[src/rtl/cp0_except_if.sv]
// cp0_except_if: MEM-stage exception flags, MTC0/MFC0 port and CP0 state
// outputs exchanged between the pipeline (master) and cp0_except_unit (slave).
interface cp0_except_if;
   logic        mem_valid;
   logic [7:0]  mem_exc_flags;
   logic [31:0] mem_pc;
   logic [31:0] mem_badvaddr;
   logic        mem_in_delay_slot;
   logic [5:0]  int_hw;
   logic        cp0_we;
   logic [4:0]  cp0_waddr;
   logic [31:0] cp0_wdata;
   logic [4:0]  cp0_raddr;
   logic [31:0] cp0_rdata;
   logic [31:0] except_type_cp0;
   logic [31:0] cp0_epc;
   logic [31:0] cp0_status;
   logic [31:0] cp0_cause;

   modport master (
      output mem_valid, mem_exc_flags, mem_pc, mem_badvaddr, mem_in_delay_slot,
      output int_hw, cp0_we, cp0_waddr, cp0_wdata, cp0_raddr,
      input  cp0_rdata, except_type_cp0, cp0_epc, cp0_status, cp0_cause
   );

   modport slave (
      input  mem_valid, mem_exc_flags, mem_pc, mem_badvaddr, mem_in_delay_slot,
      input  int_hw, cp0_we, cp0_waddr, cp0_wdata, cp0_raddr,
      output cp0_rdata, except_type_cp0, cp0_epc, cp0_status, cp0_cause
   );
endinterface

[src/rtl/cp0_except_unit.sv]
// cp0_except_unit: coprocessor-0 register file and MEM-stage exception
// prioritizer. Selects one exception per cycle, reports it combinationally and
// commits Status/Cause/EPC/BadVAddr on the next rising edge.
// Optional feature: define CP0_TIMER_INT_EN to enable the Count/Compare timer
// interrupt (TI); without it Count and Compare are plain storage and TI is 0.
module cp0_except_unit #(
   parameter logic [31:0] RESET_STATUS = 32'h0040_0000
) (
   input logic        clk,
   input logic        rst,
   cp0_except_if.slave bus
);

   localparam logic [4:0]  REG_BADVADDR = 5'd8;
   localparam logic [4:0]  REG_COUNT    = 5'd9;
   localparam logic [4:0]  REG_COMPARE  = 5'd11;
   localparam logic [4:0]  REG_STATUS   = 5'd12;
   localparam logic [4:0]  REG_CAUSE    = 5'd13;
   localparam logic [4:0]  REG_EPC      = 5'd14;
   localparam logic [31:0] STATUS_WMASK = 32'h0000_ff03;

   logic [31:0] badvaddr_q;
   logic [31:0] count_q;
   logic [31:0] compare_q;
   logic [31:0] status_q;
   logic [31:0] epc_q;
   logic        cause_bd_q;
   logic [4:0]  cause_exc_q;
   logic [5:0]  ip_hw_q;
   logic [1:0]  ip_sw_q;
   logic        ti;

   logic [7:0]  cause_ip;
   logic [31:0] cause_val;
   logic        irq_pending;
   logic [31:0] except_type;
   logic [4:0]  exc_code;
   logic        take_exc;
   logic        take_eret;
   logic        load_badv_pc;
   logic        load_badv_data;
   logic        wr_count;
   logic        wr_compare;
   logic        wr_status;
   logic        wr_cause;
   logic        wr_epc;
   logic [31:0] rdata;

   assign wr_count   = bus.cp0_we && (bus.cp0_waddr == REG_COUNT);
   assign wr_compare = bus.cp0_we && (bus.cp0_waddr == REG_COMPARE);
   assign wr_status  = bus.cp0_we && (bus.cp0_waddr == REG_STATUS);
   assign wr_cause   = bus.cp0_we && (bus.cp0_waddr == REG_CAUSE);
   assign wr_epc     = bus.cp0_we && (bus.cp0_waddr == REG_EPC);

   // IP[7] also carries the timer interrupt; IP[1:0] are the software bits.
   assign cause_ip    = {ip_hw_q[5] | ti, ip_hw_q[4:0], ip_sw_q};
   assign cause_val   = {cause_bd_q, ti, 14'd0, cause_ip, 1'b0, cause_exc_q, 2'b00};
   assign irq_pending = bus.mem_valid && status_q[0] && !status_q[1] &&
                        ((cause_ip & status_q[15:8]) != 8'h00);

   // Fixed-priority selection: interrupt first, then the flag bits in order
   // (bit 0 is highest priority); bubbles contribute no flags.
   always_comb begin
      except_type    = 32'h0;
      exc_code       = 5'h00;
      take_exc       = 1'b0;
      take_eret      = 1'b0;
      load_badv_pc   = 1'b0;
      load_badv_data = 1'b0;
      if (irq_pending) begin
         except_type = 32'h1;
         exc_code    = 5'h00;
         take_exc    = 1'b1;
      end else if (bus.mem_valid) begin
         if (bus.mem_exc_flags[0]) begin
            except_type  = 32'h4;
            exc_code     = 5'h04;
            take_exc     = 1'b1;
            load_badv_pc = 1'b1;
         end else if (bus.mem_exc_flags[1]) begin
            except_type = 32'ha;
            exc_code    = 5'h0a;
            take_exc    = 1'b1;
         end else if (bus.mem_exc_flags[2]) begin
            except_type = 32'hc;
            exc_code    = 5'h0c;
            take_exc    = 1'b1;
         end else if (bus.mem_exc_flags[3]) begin
            except_type = 32'h8;
            exc_code    = 5'h08;
            take_exc    = 1'b1;
         end else if (bus.mem_exc_flags[4]) begin
            except_type = 32'h9;
            exc_code    = 5'h09;
            take_exc    = 1'b1;
         end else if (bus.mem_exc_flags[5]) begin
            except_type = 32'he;
            take_eret   = 1'b1;
         end else if (bus.mem_exc_flags[6]) begin
            except_type    = 32'h4;
            exc_code       = 5'h04;
            take_exc       = 1'b1;
            load_badv_data = 1'b1;
         end else if (bus.mem_exc_flags[7]) begin
            except_type    = 32'h5;
            exc_code       = 5'h05;
            take_exc       = 1'b1;
            load_badv_data = 1'b1;
         end
      end
   end

   // Status/Cause/EPC/BadVAddr: MTC0 first, the exception update last so it
   // overrides exactly the fields it touches.
   always_ff @(posedge clk or posedge rst) begin
      if (rst) begin
         status_q    <= RESET_STATUS;
         epc_q       <= 32'h0;
         badvaddr_q  <= 32'h0;
         cause_bd_q  <= 1'b0;
         cause_exc_q <= 5'h00;
         ip_hw_q     <= 6'h00;
         ip_sw_q     <= 2'b00;
      end else begin
         ip_hw_q <= bus.int_hw;
         if (wr_status) begin
            status_q <= (status_q & ~STATUS_WMASK) | (bus.cp0_wdata & STATUS_WMASK);
         end
         if (wr_cause) begin
            ip_sw_q <= bus.cp0_wdata[9:8];
         end
         if (wr_epc) begin
            epc_q <= bus.cp0_wdata;
         end
         if (take_exc) begin
            cause_exc_q <= exc_code;
            status_q[1] <= 1'b1;
            if (!status_q[1]) begin
               epc_q      <= bus.mem_in_delay_slot ? (bus.mem_pc - 32'd4) : bus.mem_pc;
               cause_bd_q <= bus.mem_in_delay_slot;
            end
            if (load_badv_pc) begin
               badvaddr_q <= bus.mem_pc;
            end else if (load_badv_data) begin
               badvaddr_q <= bus.mem_badvaddr;
            end
         end else if (take_eret) begin
            status_q[1] <= 1'b0;
         end
      end
   end

`ifdef CP0_TIMER_INT_EN
   logic tick_q;
   logic ti_q;

   // Count advances every second cycle; TI latches on a Compare match right
   // after an increment and is cleared by any Compare write.
   always_ff @(posedge clk or posedge rst) begin
      if (rst) begin
         count_q   <= 32'h0;
         compare_q <= 32'h0;
         tick_q    <= 1'b0;
         ti_q      <= 1'b0;
      end else begin
         if (wr_compare) begin
            compare_q <= bus.cp0_wdata;
         end
         if (wr_count) begin
            count_q <= bus.cp0_wdata;
            tick_q  <= 1'b0;
         end else begin
            tick_q <= ~tick_q;
            if (tick_q) begin
               count_q <= count_q + 32'd1;
            end
         end
         if (wr_compare) begin
            ti_q <= 1'b0;
         end else if (!wr_count && tick_q && ((count_q + 32'd1) == compare_q)) begin
            ti_q <= 1'b1;
         end
      end
   end

   assign ti = ti_q;
`else
   // Without the timer, Count and Compare are plain MTC0/MFC0 storage.
   always_ff @(posedge clk or posedge rst) begin
      if (rst) begin
         count_q   <= 32'h0;
         compare_q <= 32'h0;
      end else begin
         if (wr_count) begin
            count_q <= bus.cp0_wdata;
         end
         if (wr_compare) begin
            compare_q <= bus.cp0_wdata;
         end
      end
   end

   assign ti = 1'b0;
`endif

   // MFC0 read mux; unimplemented register numbers read as zero.
   always_comb begin
      rdata = 32'h0;
      case (bus.cp0_raddr)
         REG_BADVADDR: rdata = badvaddr_q;
         REG_COUNT:    rdata = count_q;
         REG_COMPARE:  rdata = compare_q;
         REG_STATUS:   rdata = status_q;
         REG_CAUSE:    rdata = cause_val;
         REG_EPC:      rdata = epc_q;
         default:      rdata = 32'h0;
      endcase
   end

   assign bus.cp0_rdata       = rdata;
   assign bus.except_type_cp0 = except_type;
   assign bus.cp0_epc         = wr_epc ? bus.cp0_wdata : epc_q;
   assign bus.cp0_status      = status_q;
   assign bus.cp0_cause       = cause_val;

endmodule

[src/flat_wrapper.sv]
// flat-port wrapper written by rule: the top's interface ports become plain ports
module cp0_except_unit_flat 
#(
   parameter logic [31:0] RESET_STATUS = 32'h0040_0000
)
  (clk, rst, bus_mem_valid, bus_mem_exc_flags, bus_mem_pc, bus_mem_badvaddr, bus_mem_in_delay_slot, bus_int_hw, bus_cp0_we, bus_cp0_waddr, bus_cp0_wdata, bus_cp0_raddr, bus_cp0_rdata, bus_except_type_cp0, bus_cp0_epc, bus_cp0_status, bus_cp0_cause);
  cp0_except_if bus_i ();
  input logic clk;
  input logic rst;
  input wire logic [$bits(bus_i.mem_valid)-1:0] bus_mem_valid;
  input wire logic [$bits(bus_i.mem_exc_flags)-1:0] bus_mem_exc_flags;
  input wire logic [$bits(bus_i.mem_pc)-1:0] bus_mem_pc;
  input wire logic [$bits(bus_i.mem_badvaddr)-1:0] bus_mem_badvaddr;
  input wire logic [$bits(bus_i.mem_in_delay_slot)-1:0] bus_mem_in_delay_slot;
  input wire logic [$bits(bus_i.int_hw)-1:0] bus_int_hw;
  input wire logic [$bits(bus_i.cp0_we)-1:0] bus_cp0_we;
  input wire logic [$bits(bus_i.cp0_waddr)-1:0] bus_cp0_waddr;
  input wire logic [$bits(bus_i.cp0_wdata)-1:0] bus_cp0_wdata;
  input wire logic [$bits(bus_i.cp0_raddr)-1:0] bus_cp0_raddr;
  output wire logic [$bits(bus_i.cp0_rdata)-1:0] bus_cp0_rdata;
  output wire logic [$bits(bus_i.except_type_cp0)-1:0] bus_except_type_cp0;
  output wire logic [$bits(bus_i.cp0_epc)-1:0] bus_cp0_epc;
  output wire logic [$bits(bus_i.cp0_status)-1:0] bus_cp0_status;
  output wire logic [$bits(bus_i.cp0_cause)-1:0] bus_cp0_cause;
  assign bus_i.mem_valid = bus_mem_valid;
  assign bus_i.mem_exc_flags = bus_mem_exc_flags;
  assign bus_i.mem_pc = bus_mem_pc;
  assign bus_i.mem_badvaddr = bus_mem_badvaddr;
  assign bus_i.mem_in_delay_slot = bus_mem_in_delay_slot;
  assign bus_i.int_hw = bus_int_hw;
  assign bus_i.cp0_we = bus_cp0_we;
  assign bus_i.cp0_waddr = bus_cp0_waddr;
  assign bus_i.cp0_wdata = bus_cp0_wdata;
  assign bus_i.cp0_raddr = bus_cp0_raddr;
  assign bus_cp0_rdata = bus_i.cp0_rdata;
  assign bus_except_type_cp0 = bus_i.except_type_cp0;
  assign bus_cp0_epc = bus_i.cp0_epc;
  assign bus_cp0_status = bus_i.cp0_status;
  assign bus_cp0_cause = bus_i.cp0_cause;
  cp0_except_unit #(.RESET_STATUS(RESET_STATUS)) u_core (.clk(clk), .rst(rst), .bus(bus_i));
endmodule
[config.mk]
export PLATFORM = sky130hd
export DESIGN_NAME = cp0_except_unit_flat
export DESIGN_NICKNAME = d
export VERILOG_FILES = /design/src/rtl/cp0_except_if.sv /design/src/rtl/cp0_except_unit.sv /design/src/flat_wrapper.sv
export SDC_FILE = /design/constraint.sdc
export NUM_CORES = 1
export LEC_CHECK = 0
export ABC_CLOCK_PERIOD_IN_PS = 6220
export BUFFER_PORTS_ARGS = -buffer_cell sky130_fd_sc_hd__buf_2
export CAP_MARGIN = 0
export CORE_ASPECT_RATIO = 1.2
export CORE_MARGIN = 2
export CORE_UTILIZATION = 28
export DETAILED_ROUTE_END_ITERATION = 7
export PLACE_DENSITY = 0.57
export SLEW_MARGIN = 20
export SYNTH_ARGS = -nofsm -noshare
export SYNTH_HDL_FRONTEND = slang
export SYNTH_SLANG_ARGS = --single-unit
[constraint.sdc]
create_clock -name clk -period 6.22 [get_ports clk]
set_input_delay 1.866 -clock clk [delete_from_list [all_inputs] [get_ports clk]]
set_output_delay 1.866 -clock clk [all_outputs]
set_load 0.02 [all_outputs]
==> flow_summary_export.csv, run 1 <==
group,metric,value,unit
run_status,status,"finished clean",
pwr,cellLeakagePower,0.00478,µW
setup_path,required,4.35,ns
route,drt_wl_total,27.5,mm
route,vias,6711,
route,routed_via_density,5.05,
pwr,power,3130,µW
clocking,postCtsSetupBuffers,0,
layout,diodes,0,
floorplanning,start_util,28.5,%
setup_path,worstSetupPathType,"in2out",
timing,tightest_slew,1.09,ns
logic_synthesis,ys.flop_type,"dfrtp_1",
clocking,cts_resized,0,
pwr,irDropWorstVdd,0.000163,V
route,drc,0,
timing,setup_violations,0,
layout,final_common_cell,"buf_2",
place,dpl.hpwl,19.7,mm
floorplanning,rows,68,
worst_hold_path,hold_class,"reg2reg",
timing,tns,0,ns
floorplanning,die_y,192,µm
place,pre_cts_ws,0.578,ns
timing,hold_viol,0,
pwr,p_per_area,307,nW/µm²
place,place.gp.congestion,0.809,
grt,grt_first_pass_wirelength,41.6,mm
timing,rsz0062_at_grt,"false",
timing,min_period_over_period,90.7,%
setup_path,critPathMaxFanout,16,
grt,grt_pass1_vias,6925,
layout,area_delta_synth_final,24.3,%
floorplanning,ios,285,
clocking,clkLatencyLatePin,0.43,ns
clocking,holdBufCountCts,0,
grt,antenna_found_initial,0,
setup_path,cp-end-kind,"output port",
place,portBuffers,215,
run,max_cap_viol_count,0,
timing,finClkSkew,0.00815,ns
timing,final_max_slew_viol_count,0,
timing,slew_headroom,27.2,%
timing,fin_ws,0.578,ns
logic_synthesis,synth.distinct_cells,53,
floorplanning,die_w,160,µm
clocking,clk_path_buf_depth,2,
floorplanning,core_area,28800,µm²
timing,whs,0.504,ns
clocking,cts_tree,"done",
layout,layout.nets,1056,
clocking,htreeDepth,4,
grt,grt_usage,17.9,%
route,postRouteAntennaNets,0,
setup_path,critPathArrivalTime,3.78,ns
logic_synthesis,async_flop_share,100,%
logic_synthesis,postSynthCellCount,721,
route,wire_per_inst,20.7,µm
setup_path,start_kind,"input pin",
timing,max_freq,177,MHz
logic_synthesis,yosysWarningCount,0,
route,drt_first_iter_violations,360,
route,firstDrtPassIters,5,
clocking,cts_buffers,17,
timing,post-route-min-period,5.64,ns
logic_synthesis,synth-edff-count,0,
clocking,clock-sinks,151,
clocking,clkTransAtPathRegs,0.06,ns
grt,gr-total-overflow,0,
logic_synthesis,postSynthAreaPerCell,11.4,µm²
logic_synthesis,ys_seq_area_share,46.0,%
layout,mostFrequentLayoutCells,"buf_2 (215), dfrtp_1 (151), mux2_2 (139)",
logic_synthesis,synth-seq-cells,151,
layout,drive_above_1_share,45.3,%
grt,grt_start_max_net_pins,79,
floorplanning,dieArea,30700,µm²
clocking,cts-root-buf,"clkbuf_16",
logic_synthesis,netlist_area,8220,µm²
-- worst max-delay path, cell delays in order --
cell	delay [ns]
buf_2	0.10
or3b_2	0.55
nor2_4	0.52
buf_4	0.30
a22oi_1	0.12
nand3_1	0.12
buf_2	0.17
-- routing by layer --
metal  global-route usage [%]  vias to the layer above  share of wire (%)
li1                         -                     2999                  -
met2                     32.1                      269                 52
met4                     5.44                        0                1.5
met1                     21.4                     3418                 41
met3                     3.78                       25                5.2
met5                        0                        -                  0
-- per-stage QoR --
stage	std cells	instance area (µm²)	utilization, %
after global placement	1296	9580	33.2
final	1328	10200	35.4
after detailed placement	1296	9580	33.2
after floorplan	788	8470	-
after CTS	1328	10200	35.4
after global routing	1328	10200	35.4
-- power breakdown --
part / total, µW / switching [µW] / internal (µW)
Clock: 1130 / 418 / 710
Sequential: 1300 / 122 / 1180
Combinational: 708 / 393 / 315
-- path summary, 6_finish.rpt --
path,cells after the start,from,slack [ns],end
setup / recovery,7,bus_cp0_raddr[2],0.58,bus_cp0_rdata[15]
hold / removal,1,u_core.count_q[20],0.50,u_core.count_q[20]
setup reg to reg,5,u_core.bus.cp0_status[13],3.78,u_core.badvaddr_q[20]
hold reg to reg,1,u_core.count_q[20],0.50,u_core.count_q[20]
max in group asynchronous,3,rst,3.78,u_core.compare_q[14]
min in group asynchronous,2,rst,1.55,u_core.badvaddr_q[26]
-- cell usage after synthesis, types with 5 or more instances --
cell       instances  area (µm²)
xor2_1            22         193
a2bb2oi_1         32         280
xnor2_1            5        43.8
nor4_1             9        56.3
a222oi_1           8        80.1
o22ai_1           32         200
inv_1              5        18.8
a22oi_1           69         518
or3_1              6        37.5
nand3_1           11        55.1
buf_4             70         526
a21oi_1            5        25.0
clkbuf_1          34         128
dfrtp_1          151        3780
nand2_1           34         128
mux2_2           139        1570
nor3_1            10        50.1
nor2_1            20        75.1
-- area by class of cell --
| class | instances | area [µm²] |
|---|---|---|
| clock buffers | 19 | 433 |
| repair buffers | 235 | 1240 |
| well taps | 385 | 482 |
| fillers | 2935 | 18600 |
| clock inverters | 13 | 203 |
| multi-input cells | 518 | 4050 |
| inverters | 7 | 31.3 |
| flip-flops and latches | 151 | 3780 |
-- sequential cells by signal, summed over array words and instances, names as in the netlist --
register,flops
u_core.badvaddr_q,32
u_core.bus.cp0_status,10
u_core.cause_bd_q,1
u_core.cause_exc_q,4
u_core.compare_q,32
u_core.count_q,32
u_core.epc_q,32
u_core.ip_hw_q,6
u_core.ip_sw_q,2
-- cell families (layout without fill, tap and decap cells) --
| group | after synthesis | in the layout | synth area share, % |
|---|---|---|---|
| adder cells (fa/ha/maj) | 1 | 1 | 0.152 |
| multiplexers | 141 | 141 | 19.3 |
| flip-flops | 151 | 151 | 46.0 |
| AO/OA/AOI/OAI | 157 | 157 | 14.5 |
| AND/OR/NAND/NOR | 122 | 122 | 8.21 |
| XOR/XNOR | 28 | 28 | 3.08 |
| buffers and inverters | 119 | 274 | 8.69 |
| other | 2 | 69 | 0.0914 |
Note: power is estimated with default switching activity, not from simulation.
==> inputs of run 2 (changes only) <==
CTS_BUF_LIST = sky130_fd_sc_hd__clkbuf_8   (was unset)
==> flow_summary_export.csv, run 2 (synthesized netlist as in run 1, its figures left out) <==
group,metric,value,unit
route,drt_first_iter_violations,382,
timing,hold_viol,0,
setup_path,crit_slowest_cell,"or3b_2",
pwr,switching_share,31.5,%
clocking,htreeDepth,4,
floorplanning,rows,68,
timing,max_freq,178,MHz
setup_path,cp-end-kind,"output port",
timing,final_max_slew_viol_count,0,
pwr,p_per_area,286,nW/µm²
clocking,clk_path_buf_depth,2,
clocking,cts-root-buf,"clkbuf_8",
pwr,cellLeakagePower,0.00470,µW
route,wire_per_inst,20.6,µm
floorplanning,core_area,28800,µm²
pwr,p_sw,904,µW
layout,area_delta_synth_final,21.9,%
setup_path,crit_top_cell,"buf_2",
pwr,seqPwrFrac,45.2,%
timing,tns,0,ns
run,max_cap_viol_count,0,
route,routed_via_density,5.02,
pwr,irDropWorstVdd,0.000134,V
route,postRouteAntennaNets,0,
route,highest-signal-layer,"met4",
grt,antenna_found_initial,0,
clocking,postCtsSetupBuffers,0,
grt,grt_usage,17.8,%
clocking,clkLatencyLatePin,0.46,ns
place,dpl.hpwl,19.7,mm
route,drt_wl_total,27.4,mm
route,met1_length,11.4,mm
pwr,combPwrFrac,24.7,%
pwr,power,2860,µW
run_status,status,"finished clean",
grt,grt_start_max_net_pins,79,
floorplanning,die_y,192,µm
route,dr_wl_met2,14.2,mm
clocking,cts_resized,0,
pwr,internal-power,1960,µW
clocking,cts_buffers,17,
floorplanning,dieArea,30700,µm²
timing,min_period_over_period,90.6,%
route,drc,0,
timing,tightest_slew,1.06,ns
timing,slew_headroom,29.1,%
timing,rsz0062_at_grt,"false",
route,firstDrtPassIters,6,
timing,whs,0.510,ns
clocking,cts_tree,"done",
clocking,clock-sinks,151,
grt,grt_pass1_vias,6915,
grt,gr-total-overflow,0,
route,vias,6665,
layout,layout.nets,1056,
setup_path,worstSetupPathType,"in2out",
route,wl_met3,1.45,mm
clocking,holdBufCountCts,0,
layout,mostFrequentLayoutCells,"buf_2 (215), dfrtp_1 (151), mux2_2 (139)",
pwr,power_frac_clock,30.1,%
setup_path,critPathMaxFanout,16,
grt,grt_first_pass_wirelength,41.5,mm
floorplanning,die_w,160,µm
floorplanning,start_util,28.5,%
layout,diodes,0,
clocking,clkTransAtPathRegs,0.09,ns
layout,num-fill-cells,2957,
setup_path,timing.critical_path.cells,"buf_2 -> or3b_2 -> nor2_4 -> buf_4 -> a22oi_1 -> nand3_1 -> buf_2",
worst_hold_path,hold_class,"reg2reg",
timing,setup_violations,0,
layout,final_common_cell,"buf_2",
setup_path,critPathArrivalTime,3.77,ns
setup_path,start_kind,"input pin",
place,portBuffers,215,
place,place.gp.congestion,0.809,
timing,finClkSkew,0.0129,ns
timing,post-route-min-period,5.63,ns
setup_path,slowest_delay,0.55,ns
layout,drive_above_1_share,45.3,%
floorplanning,ios,285,
setup_path,required,4.35,ns
## run 2: cell count changes in the layout (fill, tap and decap cells not counted), sizes merged
cell / change
clkbuf: -2
inv: +2
## run 2: path summary, 6_finish.rpt
kind | cells past startpoint | startpoint | slack [ns] | end
worst max-delay path | 7 | bus_cp0_raddr[2] | 0.59 | bus_cp0_rdata[15]
worst min-delay path | 1 | u_core.count_q[20] | 0.51 | u_core.count_q[20]
worst max register to register | 5 | u_core.bus.cp0_status[13] | 3.78 | u_core.badvaddr_q[22]
worst min register to register | 1 | u_core.count_q[20] | 0.51 | u_core.count_q[20]
max in group asynchronous | 3 | rst | 3.80 | u_core.ip_sw_q[0]
min in group asynchronous | 2 | rst | 1.52 | u_core.badvaddr_q[26]
## run 2: per-layer routing
layer / global-route usage (%) / vias to the layer above
li1: - / 2995
met4: 5.47 / 0
met2: 32.0 / 271
met3: 3.69 / 28
met1: 21.4 / 3371
met5: 0 / -
## run 2: power by group through the flow
stage                     logic (µW)  registers, µW  clock network (µW)
after detailed placement         713           1310                   0
final                            707           1290                 863
after CTS                        715           1290                 886
after floorplan                  499           1290                   0
after global placement           705           1310                   0
after global routing             767           1320                 923
## run 2: critical path: cells and delay by family
kind            cells  cell delay (ns)
simple gates        3             1.19
buf+inv             3             0.57
compound gates      1             0.12
## run 2: final cells by class
| type | instances | area, µm² | area share [%] |
|---|---|---|---|
| Clock buffer | 17 | 234 | 2.33 |
| Clock inverter | 15 | 210 | 2.10 |
| Inverter | 7 | 31.3 | 0.312 |
| Multi-Input combinational cell | 518 | 4050 | 40.4 |
| Sequential cell | 151 | 3780 | 37.7 |
| Tap cell | 385 | 482 | 4.81 |
| Timing Repair Buffer | 235 | 1240 | 12.4 |
## run 2: through the flow
stage	cell area, µm²	utilization (%)	setup slack [ns]	std cells
floorplan	8470	-	0.289	788
global placement	9580	33.2	0.585	1296
detailed placement	9580	33.2	0.578	1296
CTS	10000	34.7	0.561	1328
global route	10000	34.7	0.495	1328
finish	10000	34.7	0.587	1328
